**src/rtl/alu_pkg.sv**
```systemverilog
// Shared constants and types for the execute-stage ALU.
package alu_pkg;

    localparam int unsigned XLEN_DEFAULT = 32;
    localparam int unsigned N_DEFAULT    = 4;

    // aluoperation codes as produced by the ALU control stage
    localparam logic [3:0] OP_AND = 4'b0000;
    localparam logic [3:0] OP_OR  = 4'b0001;
    localparam logic [3:0] OP_ADD = 4'b0010;
    localparam logic [3:0] OP_SLL = 4'b0011;
    localparam logic [3:0] OP_SRL = 4'b0100;
    localparam logic [3:0] OP_SRA = 4'b0101;
    localparam logic [3:0] OP_SUB = 4'b0110;
    localparam logic [3:0] OP_SLT = 4'b0111;

    typedef enum logic {
        IDLE  = 1'b0,
        SHIFT = 1'b1
    } state_t;

    typedef enum logic [1:0] {
        SH_LL = 2'd0,
        SH_RL = 2'd1,
        SH_RA = 2'd2
    } shift_kind_t;

endpackage

```
**src/rtl/alu_shifter.sv**
```systemverilog
// Iterative shifter: loads an operand and a count, then moves one bit per cycle.
module alu_shifter
    import alu_pkg::*;
#(
    parameter int unsigned XLEN = XLEN_DEFAULT
) (
    input  logic            clk,
    input  logic            rst_n,
    input  logic            load,
    input  logic            kill,
    input  shift_kind_t     kind_in,
    input  logic [XLEN-1:0] data_in,
    input  logic [4:0]      amount,
    output logic [XLEN-1:0] data_next,
    output logic            done
);

    logic [XLEN-1:0] shreg;
    logic [4:0]      count;
    shift_kind_t     kind;

    // One-bit step of the held value; this is what lands in shreg next cycle
    always_comb begin
        data_next = shreg;
        case (kind)
            SH_LL:   data_next = {shreg[XLEN-2:0], 1'b0};
            SH_RL:   data_next = {1'b0, shreg[XLEN-1:1]};
            default: data_next = {shreg[XLEN-1], shreg[XLEN-1:1]};
        endcase
    end

    // The last step is taken on the edge where count goes 1 -> 0
    assign done = (count == 5'd1);

    // Shift register and remaining-step counter
    always_ff @(posedge clk or negedge rst_n) begin
        if (!rst_n) begin
            shreg <= '0;
            count <= '0;
            kind  <= SH_LL;
        end else if (kill) begin
            shreg <= '0;
            count <= '0;
        end else if (load) begin
            shreg <= data_in;
            count <= amount;
            kind  <= kind_in;
        end else if (count != 5'd0) begin
            shreg <= data_next;
            count <= count - 5'd1;
        end
    end

endmodule

```
**src/rtl/alu_exec.sv**
```systemverilog
// Execute-stage ALU with valid/ready handshake and a multi-cycle shift path.
module alu_exec
    import alu_pkg::*;
#(
    parameter int unsigned XLEN = XLEN_DEFAULT,
    parameter int unsigned N    = N_DEFAULT
) (
    input  logic            clk,
    input  logic            rst_n,
    input  logic            in_valid,
    output logic            in_ready,
    input  logic [N-1:0]    aluoperation,
    input  logic [XLEN-1:0] op_a,
    input  logic [XLEN-1:0] op_b,
    input  logic            flush,
    output logic            out_valid,
    input  logic            out_ready,
    output logic [XLEN-1:0] result,
    output logic            zero
);

    state_t          state;
    state_t          state_next;
    logic [XLEN-1:0] single_res;
    logic            is_shift;
    shift_kind_t     kind;
    logic [4:0]      shamt;
    logic            lt;
    logic            accept;
    logic            shift_load;
    logic [XLEN-1:0] shift_next;
    logic            shift_done;

    assign shamt      = op_b[4:0];
    assign lt         = ($signed(op_a) < $signed(op_b));
    assign in_ready   = (state == IDLE) && (!out_valid || out_ready) && !flush;
    assign accept     = in_valid && in_ready;
    assign shift_load = accept && is_shift && (shamt != 5'd0);

    // Single-cycle result; a shift by zero simply passes op_a through
    always_comb begin
        single_res = '0;
        is_shift   = 1'b0;
        kind       = SH_LL;
        case (aluoperation)
            N'(OP_AND): single_res = op_a & op_b;
            N'(OP_OR):  single_res = op_a | op_b;
            N'(OP_ADD): single_res = op_a + op_b;
            N'(OP_SUB): single_res = op_a - op_b;
            N'(OP_SLT): single_res = {{(XLEN-1){1'b0}}, lt};
            N'(OP_SLL): begin single_res = op_a; is_shift = 1'b1; kind = SH_LL; end
            N'(OP_SRL): begin single_res = op_a; is_shift = 1'b1; kind = SH_RL; end
            N'(OP_SRA): begin single_res = op_a; is_shift = 1'b1; kind = SH_RA; end
            default:    single_res = '0;
        endcase
    end

    alu_shifter #(.XLEN(XLEN)) u_shifter (
        .clk       (clk),
        .rst_n     (rst_n),
        .load      (shift_load),
        .kill      (flush),
        .kind_in   (kind),
        .data_in   (op_a),
        .amount    (shamt),
        .data_next (shift_next),
        .done      (shift_done)
    );

    // FSM state register
    always_ff @(posedge clk or negedge rst_n) begin
        if (!rst_n) state <= IDLE;
        else        state <= state_next;
    end

    // FSM next state: flush wins, otherwise enter SHIFT on a multi-cycle shift
    always_comb begin
        state_next = state;
        if (flush) begin
            state_next = IDLE;
        end else begin
            case (state)
                IDLE:    if (shift_load) state_next = SHIFT;
                SHIFT:   if (shift_done) state_next = IDLE;
                default: state_next = IDLE;
            endcase
        end
    end

    // Output register: flush, then new request, then shift completion, then drain
    always_ff @(posedge clk or negedge rst_n) begin
        if (!rst_n) begin
            out_valid <= 1'b0;
            result    <= '0;
            zero      <= 1'b1;
        end else if (flush) begin
            out_valid <= 1'b0;
        end else if (accept) begin
            if (shift_load) begin
                out_valid <= 1'b0;
            end else begin
                result    <= single_res;
                zero      <= (single_res == '0);
                out_valid <= 1'b1;
            end
        end else if ((state == SHIFT) && shift_done) begin
            result    <= shift_next;
            zero      <= (shift_next == '0);
            out_valid <= 1'b1;
        end else if (out_valid && out_ready) begin
            out_valid <= 1'b0;
        end
    end

endmodule

```
**config.mk**
```make
export PLATFORM = sky130hd
export DESIGN_NAME = alu_exec
export DESIGN_NICKNAME = d
export VERILOG_FILES = /design/src/rtl/alu_pkg.sv /design/src/rtl/alu_shifter.sv /design/src/rtl/alu_exec.sv
export SDC_FILE = /design/constraint.sdc
export NUM_CORES = 1
export LEC_CHECK = 0
export ABC_AREA = 1
export CAP_MARGIN = 20
export CORE_UTILIZATION = 40
export CTS_BUF_LIST = sky130_fd_sc_hd__clkbuf_2
export CTS_CLUSTER_SIZE = 14
export DETAILED_ROUTE_END_ITERATION = 10
export GPL_ROUTABILITY_DRIVEN = 0
export GPL_TIMING_DRIVEN = 0
export PLACE_DENSITY_LB_ADDON = 0.3
export SETUP_SLACK_MARGIN = 0.4
export SLEW_MARGIN = 20
export SYNTH_ARGS = -nofsm -noshare
export SYNTH_HDL_FRONTEND = slang
export SYNTH_HIERARCHICAL = 1
export SYNTH_SLANG_ARGS = --single-unit
```
**constraint.sdc**
```tcl
create_clock -name clk -period 2 [get_ports clk]
set_input_delay 0.4 -clock clk [delete_from_list [all_inputs] [get_ports clk]]
set_output_delay 0.4 -clock clk [all_outputs]
set_load 0.02 [all_outputs]
```
== Word level (Yosys, flattened, before mapping) ==
Index checks and enable logic that the tools add are counted.

* Register bits after elaboration: 74
* Bits of input ports: 73
* Output and inout bits: 35

* Add/subtract/negate cells: 3
* Magnitude comparators: 1
* Eq/ne operators: 10
* Muxes and demuxes: 25
* Bitwise gates (word level): 4
* Reduce and logical (&&, ||, !) cells: 22

{| class="wikitable"
|+ Operators by type and width
! cell !! number
|-
| 32-bit two-way mux || 6
|-
| 32-bit case mux with 6 select lines || 1
|-
| 32-bit zero test || 2
|-
| 32-bit case mux with 2 select lines || 1
|-
| 32-bit adder || 1
|-
| 32-bit AND || 1
|-
| 32-bit < comparator || 1
|-
| 32-bit bitwise OR || 1
|-
| 32-bit subtractor || 1
|-
| 4-bit by 3-bit == test with 1-bit output, second input constant || 4
|-
| 5-bit two-way mux || 3
|-
| 1-bit two-way mux || 12
|-
| 5-bit nonzero test || 2
|-
| 4-bit by 2-bit == test with 1-bit output, second input constant || 2
|-
| 1-bit logical AND || 7
|-
| 5-bit by 1-bit == test with 1-bit output, second input constant || 1
|-
| 5-bit by 1-bit subtractor with 5-bit output, second input constant || 1
|-
| 4-bit by 1-bit == test with 1-bit output, second input constant || 1
|-
| 4-bit zero test || 1
|-
| 2-bit case mux with 2 select lines || 1
|-
| 4-bit nonzero test || 1
|-
| 3-bit AND reduction || 1
|-
| 3-bit nonzero test || 1
|-
| 3-bit OR reduction || 1
|-
| 9 further kinds || 11
|}

== Depth between registers and ports, before layout ==
Gate-level depths: netlist (run 1).

* Word-level depth: 10
* Depth in mapped cells: 22
* Gate-level depth less buffers: 21

== By module ==
Netlist (run 1), hierarchy kept.

{| class="wikitable"
|+ Modules (own cells, without submodules)
! module !! times used !! cells an instance !! area each (um2) !! sequential area each (um2)
|-
| alu_exec || 1 || 1577 || 8340.5 || 877.1
|-
| alu_shifter || 1 || 423 || 2646.3 || 975.9
|}

== Worst setup path before layout (run 1) ==
No wires, ideal clock.

* Path type: input -> register
* Start point: input op_a[0]
* End point: register zero
* Library setup time: 0.073 ns
* Arrival: 2.256 ns
* Required time: 1.927 ns
* Setup slack: -0.329 ns
* Stages: 20
* Buffers on the path: 0
* Cell sequence: ha_1 inv_1 fa_1 inv_1 nand2_1 nand2_1 nand3_1 nand2_1 nand2_1 nand2_1 nand2_1 nand3_1 nand2_1 nor2_1 nand2_1 nor2_1 nand3_1 nor2_1 nand3_1 a21oi_1

* Longest elaborated chain between the ends: 5
* Elaborated cells between the ends (all ways): 9

{| class="wikitable"
|+ Ends and longest elaborated chain
! item !! line !! RTL
|-
| from (decl) || alu_exec.sv:13 || <nowiki>input logic [XLEN-1:0] op_a,</nowiki>
|-
| 32-bit subtractor (tied with other cells) || alu_exec.sv:49 || <nowiki>N'(OP_SUB): single_res = op_a - op_b;</nowiki>
|-
| 32-bit case mux with 6 select lines * || alu_exec.sv:45 || <nowiki>case (aluoperation)</nowiki>
|-
| 32-bit zero test * || alu_exec.sv:103 || <nowiki>zero <= (single_res == '0);</nowiki>
|-
| 1-bit two-way mux * || alu_exec.sv:99 || <nowiki>if (shift_load) begin</nowiki>
|-
| 1-bit two-way mux * || alu_exec.sv:98 || <nowiki>end else if (accept) begin</nowiki>
|-
| to (signal assigned) || alu_exec.sv:103 ||
|-
| to (signal assigned) || alu_exec.sv:108 || <nowiki>zero <= (shift_next == '0);</nowiki>
|-
| to (decl) || alu_exec.sv:19 || <nowiki>output logic zero</nowiki>
|}

Mark *: on every way between the ends. The rest lies on a longest branch, timed or not. The select of a mux whose other input is x is not followed.
A chain may end at the register's enable or synchronous reset.

== Worst setup path after layout (run 1) ==
* Start point: input aluoperation[0]
* End point: register zero

* Longest elaborated chain between the ends: 7
* Elaborated cells between the ends (all ways): 18

{| class="wikitable"
|+ Ends and longest elaborated chain
! item !! line !! RTL
|-
| from (decl) || alu_exec.sv:12 || <nowiki>input logic [N-1:0] aluoperation,</nowiki>
|-
| branches (longest 7 deep; another with 32-bit case mux with 6 select lines) || n/a ||
|}

Several ways; the timed one is not identified. The select of a mux whose other input is x is not followed.

==> results_dict.tcl, run 1 <==
set metrics [dict create \
    outcome "finished, violations left" \
    violated_checks "setup timing" \
    yosys_register_bits 74 \
    reported_max_cap_violation_count 0 \
    share_seq_of_total_power_pct 21.5 \
    hold_path_class "in -> reg" \
    critical_path_peak_fanout 10 \
    detailed_place_hpwl_um 35200 \
    mappedNetlistArea_um2 11000 \
    route.detailed.drc 0 \
    ys_seq_area_share_pct 16.9 \
    min_period_over_period_pct 108 \
    synth.lib_cells_used.distinct 39 \
    placedInstanceArea_um2 13400 \
    placement.io_buffers 107 \
    rows 60 \
    cell_internal_pwr_mw 5.83 \
    source_to_sink_clock_delay_at_the_later_pin_of_the_worst_skew_pair_ps 590 \
    design_area_um2 17700 \
    worst_slack_ps -168 \
    synth.avg_cell_area_um2 5.49 \
    fin_util_pct 65.7 \
    antenna_found_initial 1 \
    layout-drive-gt1-share_pct 43.8 \
    timing.final.setup_violations 14 \
    clkTransAtPathRegs_ps 200 \
    cts_buffer_depth 2 \
    synth-edff-count 0 \
    max_slew.worst_pin.slew_ps 449 \
    finalMaxSlewViolations 0 \
    power.share.switching_pct 49.4 \
    part_of_the_total_power_dissipated_in_combinational_logic_pct 68.8 \
    layout_commonest_cell "nand2_1" \
    clock_tree_from_tritoncts "built" \
    fmax_mhz 461 \
    grt_setup_unrepaired "yes" \
    vdd_ir_drop_max_v 0.000806 \
    cellPowerDensity_nw_per_um2 651 \
    clock_sink_count 74 \
    detailroute.via_count 14800 \
    drt-wirelength-per-cell_um 19.1 \
    chipWidth_um 168 \
    grt_start_max_net_pins 57 \
    postSynthNetCount 2185 \
    layout_common_cells "nand2_1, inv_1, nand2_2" \
    drt-pass1-iter-count 9 \
    h-tree-depth 3 \
    clock_power_share_pct 9.7 \
    floorplan.die_area_um2 28100 \
    die_y_um 168 \
    p_sw_mw 5.69 \
    async_reset_ff_share_pct 100 \
    worstSetupEndpointType "flop" \
    initial_core_util_pct 40.8 \
    worst-setup-path-type "in -> reg" \
    first_global_vias 13700 \
    post-place-ws_ps -1770 \
    cellLeakagePower_nw 9.24 \
    coreArea_um2 27000 \
    routed_wirelength_um 49800 \
    cts_inserted_buffers 9 \
    clock_skew_ps 51.2 \
    vias_per_cell 5.67 \
    cp.required_ps 2510 \
    worst_slew_margin_rel_pct 69.8 \
    synth_flop_cell "dfrtp_1" \
    critPathArrivalTime_ps 2680 \
    yosys_warnings 6 \
    seqCellArea_um2 1850 \
    syn_inst_count 2000 \
    grt_usage_pct 32.0 \
    hold_slack_ps 97.2 \
    grt.overflow.total 0 \
    hold_violations 0 \
    route.antenna.remaining_nets 0 \
    areaGrowthSynthToFinish_pct 61.1 \
    nature_of_the_critical_path_startpoint "primary input" \
    boundaryPins 108 \
    finalNetCount 2446 \
    clock_tree_root_buffer_cell "clkbuf_2" \
    fin_crit_ps 2170 \
    filler_cell_count 2113 \
    grt_first_pass_wirelength_um 70400 \
    fin_total_pwr_mw 11.5 \
    initialDrtViolationCount 1666 \
    multiInputGateArea_um2 10500 \
]
[worst paths after layout]
path                       depth (start not counted)                   to  slack, ps                start
hold reg to reg                                    2  u_shifter/shreg[26]        500  u_shifter/shreg[26]
max in group asynchronous                          3            out_valid       1170                rst_n
min in group asynchronous                          2           result[28]        220                rst_n
hold / removal                                     3   u_shifter/count[3]        100              op_b[3]
setup reg to reg                                   9                 zero        -70    u_shifter/kind[0]
setup / recovery                                  18                 zero       -170      aluoperation[0]
[metal layers]
layer | up-vias | global-route usage, % | share of wire [%]
li1 | 6728 | - | -
met1 | 6833 | 38.9 | 36
met2 | 940 | 54.2 | 46
met3 | 282 | 4.11 | 10
met4 | 0 | 18.7 | 7.3
met5 | - | 0 | 0
[repair_timing]
item                                    in CTS  in global routing
cloned                                       6                 11
hold endpoints to repair                    29                  0
gates resized for setup                    832                587
setup buffers                               64                 60
hold buffers                                 1                  0
endpoints found under the setup margin     108                104
pin swaps                                  154                174
[state kept, by name (all words and copies together), names as in the netlist]
signal and flops:
result 32, zero 1, u_shifter/shreg 32, out_valid 1
state 1, u_shifter/count 5, u_shifter/kind 2
[final cells by class]
cell class	count	share of cell area (%)
antenna	1	0.0141
buffer	69	5.11
clock buffer	10	0.283
clock inverter	5	0.587
inverter	353	8.09
multi-input combinational	1505	59.2
sequential	74	10.5
tap	341	2.41
timing repair buffer	249	13.8
[Yosys cell counts, types with 3 or more instances]
cell | n | area (µm²)
a21oi_1 | 91 | 455
a221oi_1 | 5 | 43.8
and2_1 | 34 | 213
and3_1 | 3 | 18.8
buf_1 | 5 | 18.8
buf_2 | 34 | 170
buf_4 | 7 | 52.6
buf_6 | 4 | 45.0
clkbuf_1 | 15 | 56.3
clkbuf_2 | 4 | 20.0
dfrtp_1 | 73 | 1830
ha_1 | 110 | 1380
inv_1 | 348 | 1310
inv_2 | 5 | 18.8
nand2_1 | 730 | 2740
nand2_2 | 3 | 18.8
nand3_1 | 174 | 871
nand4_1 | 18 | 113
nor2_1 | 185 | 694
nor2_2 | 6 | 37.5
nor3_1 | 16 | 80.1
nor4_1 | 10 | 62.6
o21a_1 | 5 | 37.5
o21ai_0 | 70 | 350
o21bai_1 | 5 | 37.5
o22ai_1 | 24 | 150
[per-stage QoR]
step,cells,setup TNS (ps)
2_1_floorplan,2000,-274
3_3_place_gp,2448,-216760
3_5_place_dp,2449,-61550
4_1_cts,2535,-53.8
5_1_grt,2607,-2510
6_report,2607,-390
[power groups by stage]
stage	sequential [mW]	combinational, mW	clock, mW
2_1_floorplan	2.65	3.46	0
3_3_place_gp	2.43	5.50	0
3_5_place_dp	2.43	5.59	0
4_1_cts	2.40	6.27	1.11
5_1_grt	2.53	8.48	1.17
6_report	2.48	7.93	1.11
[logic make-up (layout without fill, tap and decap cells)]
group / Yosys count / after routing / share of synthesized area (%)
flops: 74 / 74 / 16.9
xor+xnor: 2 / 2 / 0.159
other cells: 0 / 1 / 0
fa+ha+maj: 112 / 112 / 12.9
simple gates: 1183 / 1184 / 44.5
buf+inv: 422 / 686 / 15.4
compound gates: 207 / 207 / 10.2
[worst max-delay path: stages]
cell and delay, ps:
clkdlybuf4s15_2 280, inv_2 70, nand2_1 110, inv_1 50, nand2_1 150, inv_1 70
buf_2 230, nand3_1 120, o21ai_1 70, nor2_1 240, nand2_1 80, nor2_1 110
nand3_1 110, nor2_2 160, nand3_1 90, nor2_1 100, nand3_1 100, a21oi_2 130
No activity file was read; power rests on OpenSTA's default activity.
==> run 2, diff against run 1 <==
==> constraint.sdc (replaced) <==
create_clock -name clk -period 2.7 [get_ports clk]
set_input_delay 0.54 -clock clk [delete_from_list [all_inputs] [get_ports clk]]
set_output_delay 0.54 -clock clk [all_outputs]
set_load 0.02 [all_outputs]
==> run 2 against run 1 <==
Effect of this change:
- largest power group unchanged
- the run now ends clean
- count of clock-buffer cells in the layout fell by 1
- worst setup slack improved by 350 ps
- clock skew fell by 23 ps
- non-clock buffer count fell by 56
==> results_dict.tcl, run 2 (synthesis results as in run 1) <==
set metrics [dict create \
    outcome "finished clean" \
    ant_cells 0 \
    chipWidth_um 168 \
    finalMaxSlewViolations 0 \
    nature_of_the_critical_path_startpoint "primary input" \
    route.antenna.remaining_nets 0 \
    grt_start_max_net_pins 57 \
    critical_path_peak_fanout 5 \
    clock_power_share_pct 9.9 \
    critical_path.slowest_cell "ha_4" \
    hold_violations 0 \
    clkTransAtPathRegs_ps 230 \
    detailroute.via_count 14300 \
    grt.overflow.total 0 \
    critPathArrivalTime_ps 2990 \
    power.share.switching_pct 50.2 \
    min_period_over_period_pct 93.2 \
    initial_core_util_pct 40.8 \
    timing.final.setup_violations 0 \
    clock_tree_root_buffer_cell "clkbuf_2" \
    placement.io_buffers 107 \
    finalSetupTns_ps 0 \
    h-tree-depth 3 \
    cellPowerDensity_nw_per_um2 474 \
    cp.required_ps 3180 \
    layout_common_cells "nand2_1, inv_1, nand3_1" \
    rows 60 \
    cell_internal_pwr_mw 3.70 \
    reported_max_cap_violation_count 0 \
    worst-setup-path-type "in -> reg" \
    max_slew.worst_pin.slew_ps 693 \
    grt_setup_unrepaired "yes" \
    placedInstanceArea_um2 12600 \
    coreArea_um2 27000 \
    finalNetCount 2390 \
    path_cells "buf_6 > inv_2 > ha_4 > buf_6 > inv_1 > nand2_1 > nand2_2 > a21oi_2 > nand2_4 > o21ai_1 > a21oi_1 > nor2_2 > nand3_1 > nor2_2 > nand3_2 > nor2_2 > nand3_2 > a21oi_2" \
    clock_sink_count 74 \
    boundaryPins 108 \
    cts_inserted_buffers 9 \
    layout_commonest_cell "nand2_1" \
    grt_usage_pct 30.8 \
    worst_slew_margin_rel_pct 53.5 \
    hold_slack_ps 216 \
    drt-pass1-iter-count 7 \
    route.detailed.drc 0 \
    design_area_um2 15700 \
    die_y_um 168 \
    layout-drive-gt1-share_pct 31.5 \
    floorplan.die_area_um2 28100 \
    grt_first_pass_wirelength_um 67800 \
    vdd_ir_drop_max_v 0.000454 \
    part_of_the_total_power_dissipated_in_combinational_logic_pct 66.1 \
    p_sw_mw 3.72 \
    slowest_delay_ps 270 \
    worstSetupEndpointType "flop" \
    share_seq_of_total_power_pct 24.0 \
    detailed_place_hpwl_um 34400 \
    vias_per_cell 5.62 \
    initialDrtViolationCount 1810 \
    routed_wirelength_um 46600 \
    cellLeakagePower_nw 8.38 \
    areaGrowthSynthToFinish_pct 42.6 \
    fin_total_pwr_mw 7.42 \
    biggestRegsByFlops "result (32), u_shifter/shreg (32), u_shifter/count (5)" \
    first_global_vias 13000 \
    clock_skew_ps 28.6 \
    antenna_found_initial 0 \
    fin_crit_ps 2520 \
    clock_tree_from_tritoncts "built" \
    fmax_mhz 398 \
    source_to_sink_clock_delay_at_the_later_pin_of_the_worst_skew_pair_ps 550 \
    timing.critical_path.mode_cell "nor2_2" \
    drt-wirelength-per-cell_um 18.3 \
    cts_buffer_depth 2 \
    hold_path_class "in -> reg" \
]
==> run 2: timing repair <==
action | 4_1_cts | 5_1_grt
hold buffers | 1 | 0
cloned | 2 | 3
setup endpoints to repair | 73 | 70
pin swaps | 68 | 181
hold endpoints to repair | 18 | 0
gates resized for setup | 473 | 557
buffers inserted | 30 | 50
==> run 2: area by class of cell <==
| cell class | count | area (µm²) |
|---|---|---|
| fill | 2468 | 11300 |
| sequential | 74 | 1850 |
| inverter | 353 | 1370 |
| buffer | 69 | 646 |
| clock inverter | 7 | 91.3 |
| timing repair buffer | 193 | 1630 |
| clock buffer | 9 | 45.0 |
| multi-input combinational | 1505 | 9610 |
| tap | 341 | 427 |
==> run 2: path summary, 6_finish.rpt <==
path / slack [ps] / cells after the start / endpoint / from
max: 180 / 18 / zero / op_b[4]
min: 220 / 3 / u_shifter/count[4] / op_b[4]
max reg2reg: 420 / 9 / zero / u_shifter/kind[1]
min reg2reg: 510 / 2 / u_shifter/shreg[16] / u_shifter/shreg[16]
max in group asynchronous: 1700 / 3 / zero / rst_n
min in group asynchronous: 380 / 2 / u_shifter/shreg[28] / rst_n
==> run 2: power by group through the flow <==
stage | Combinational [mW] | Clock (mW) | Sequential [mW]
2_1_floorplan | 2.35 | 0 | 1.96
3_3_place_gp | 3.83 | 0 | 1.79
3_5_place_dp | 3.91 | 0 | 1.79
4_1_cts | 4.23 | 0.741 | 1.77
5_1_grt | 5.32 | 0.785 | 1.83
6_report | 4.91 | 0.737 | 1.78
==> run 2: metal layers <==
layer	track usage (%)	vias to the layer above	part of all wire, %
met5	0	-	0
met4	17.3	0	6.6
met3	4.63	221	10
met2	48.0	943	43
met1	40.6	6589	39
li1	-	6583	-
==> run 2: per-stage QoR <==
stage | utilization (%) | instances | setup slack [ps]
after floorplan | - | 2000 | 351
after global placement | 46.6 | 2448 | -1560
after detailed placement | 46.7 | 2449 | -1180
after CTS | 51.5 | 2498 | 300
after global routing | 58.1 | 2551 | 197
final | 58.1 | 2551 | 185
==> run 2: critical path: cells and delay by family <==
kind | cells | cell delay [ps]
and+or+nand+nor | 9 | 1160
AOI/OAI and AO/OA | 4 | 660
buffers and inverters | 4 | 340
adders and majority gates | 1 | 270
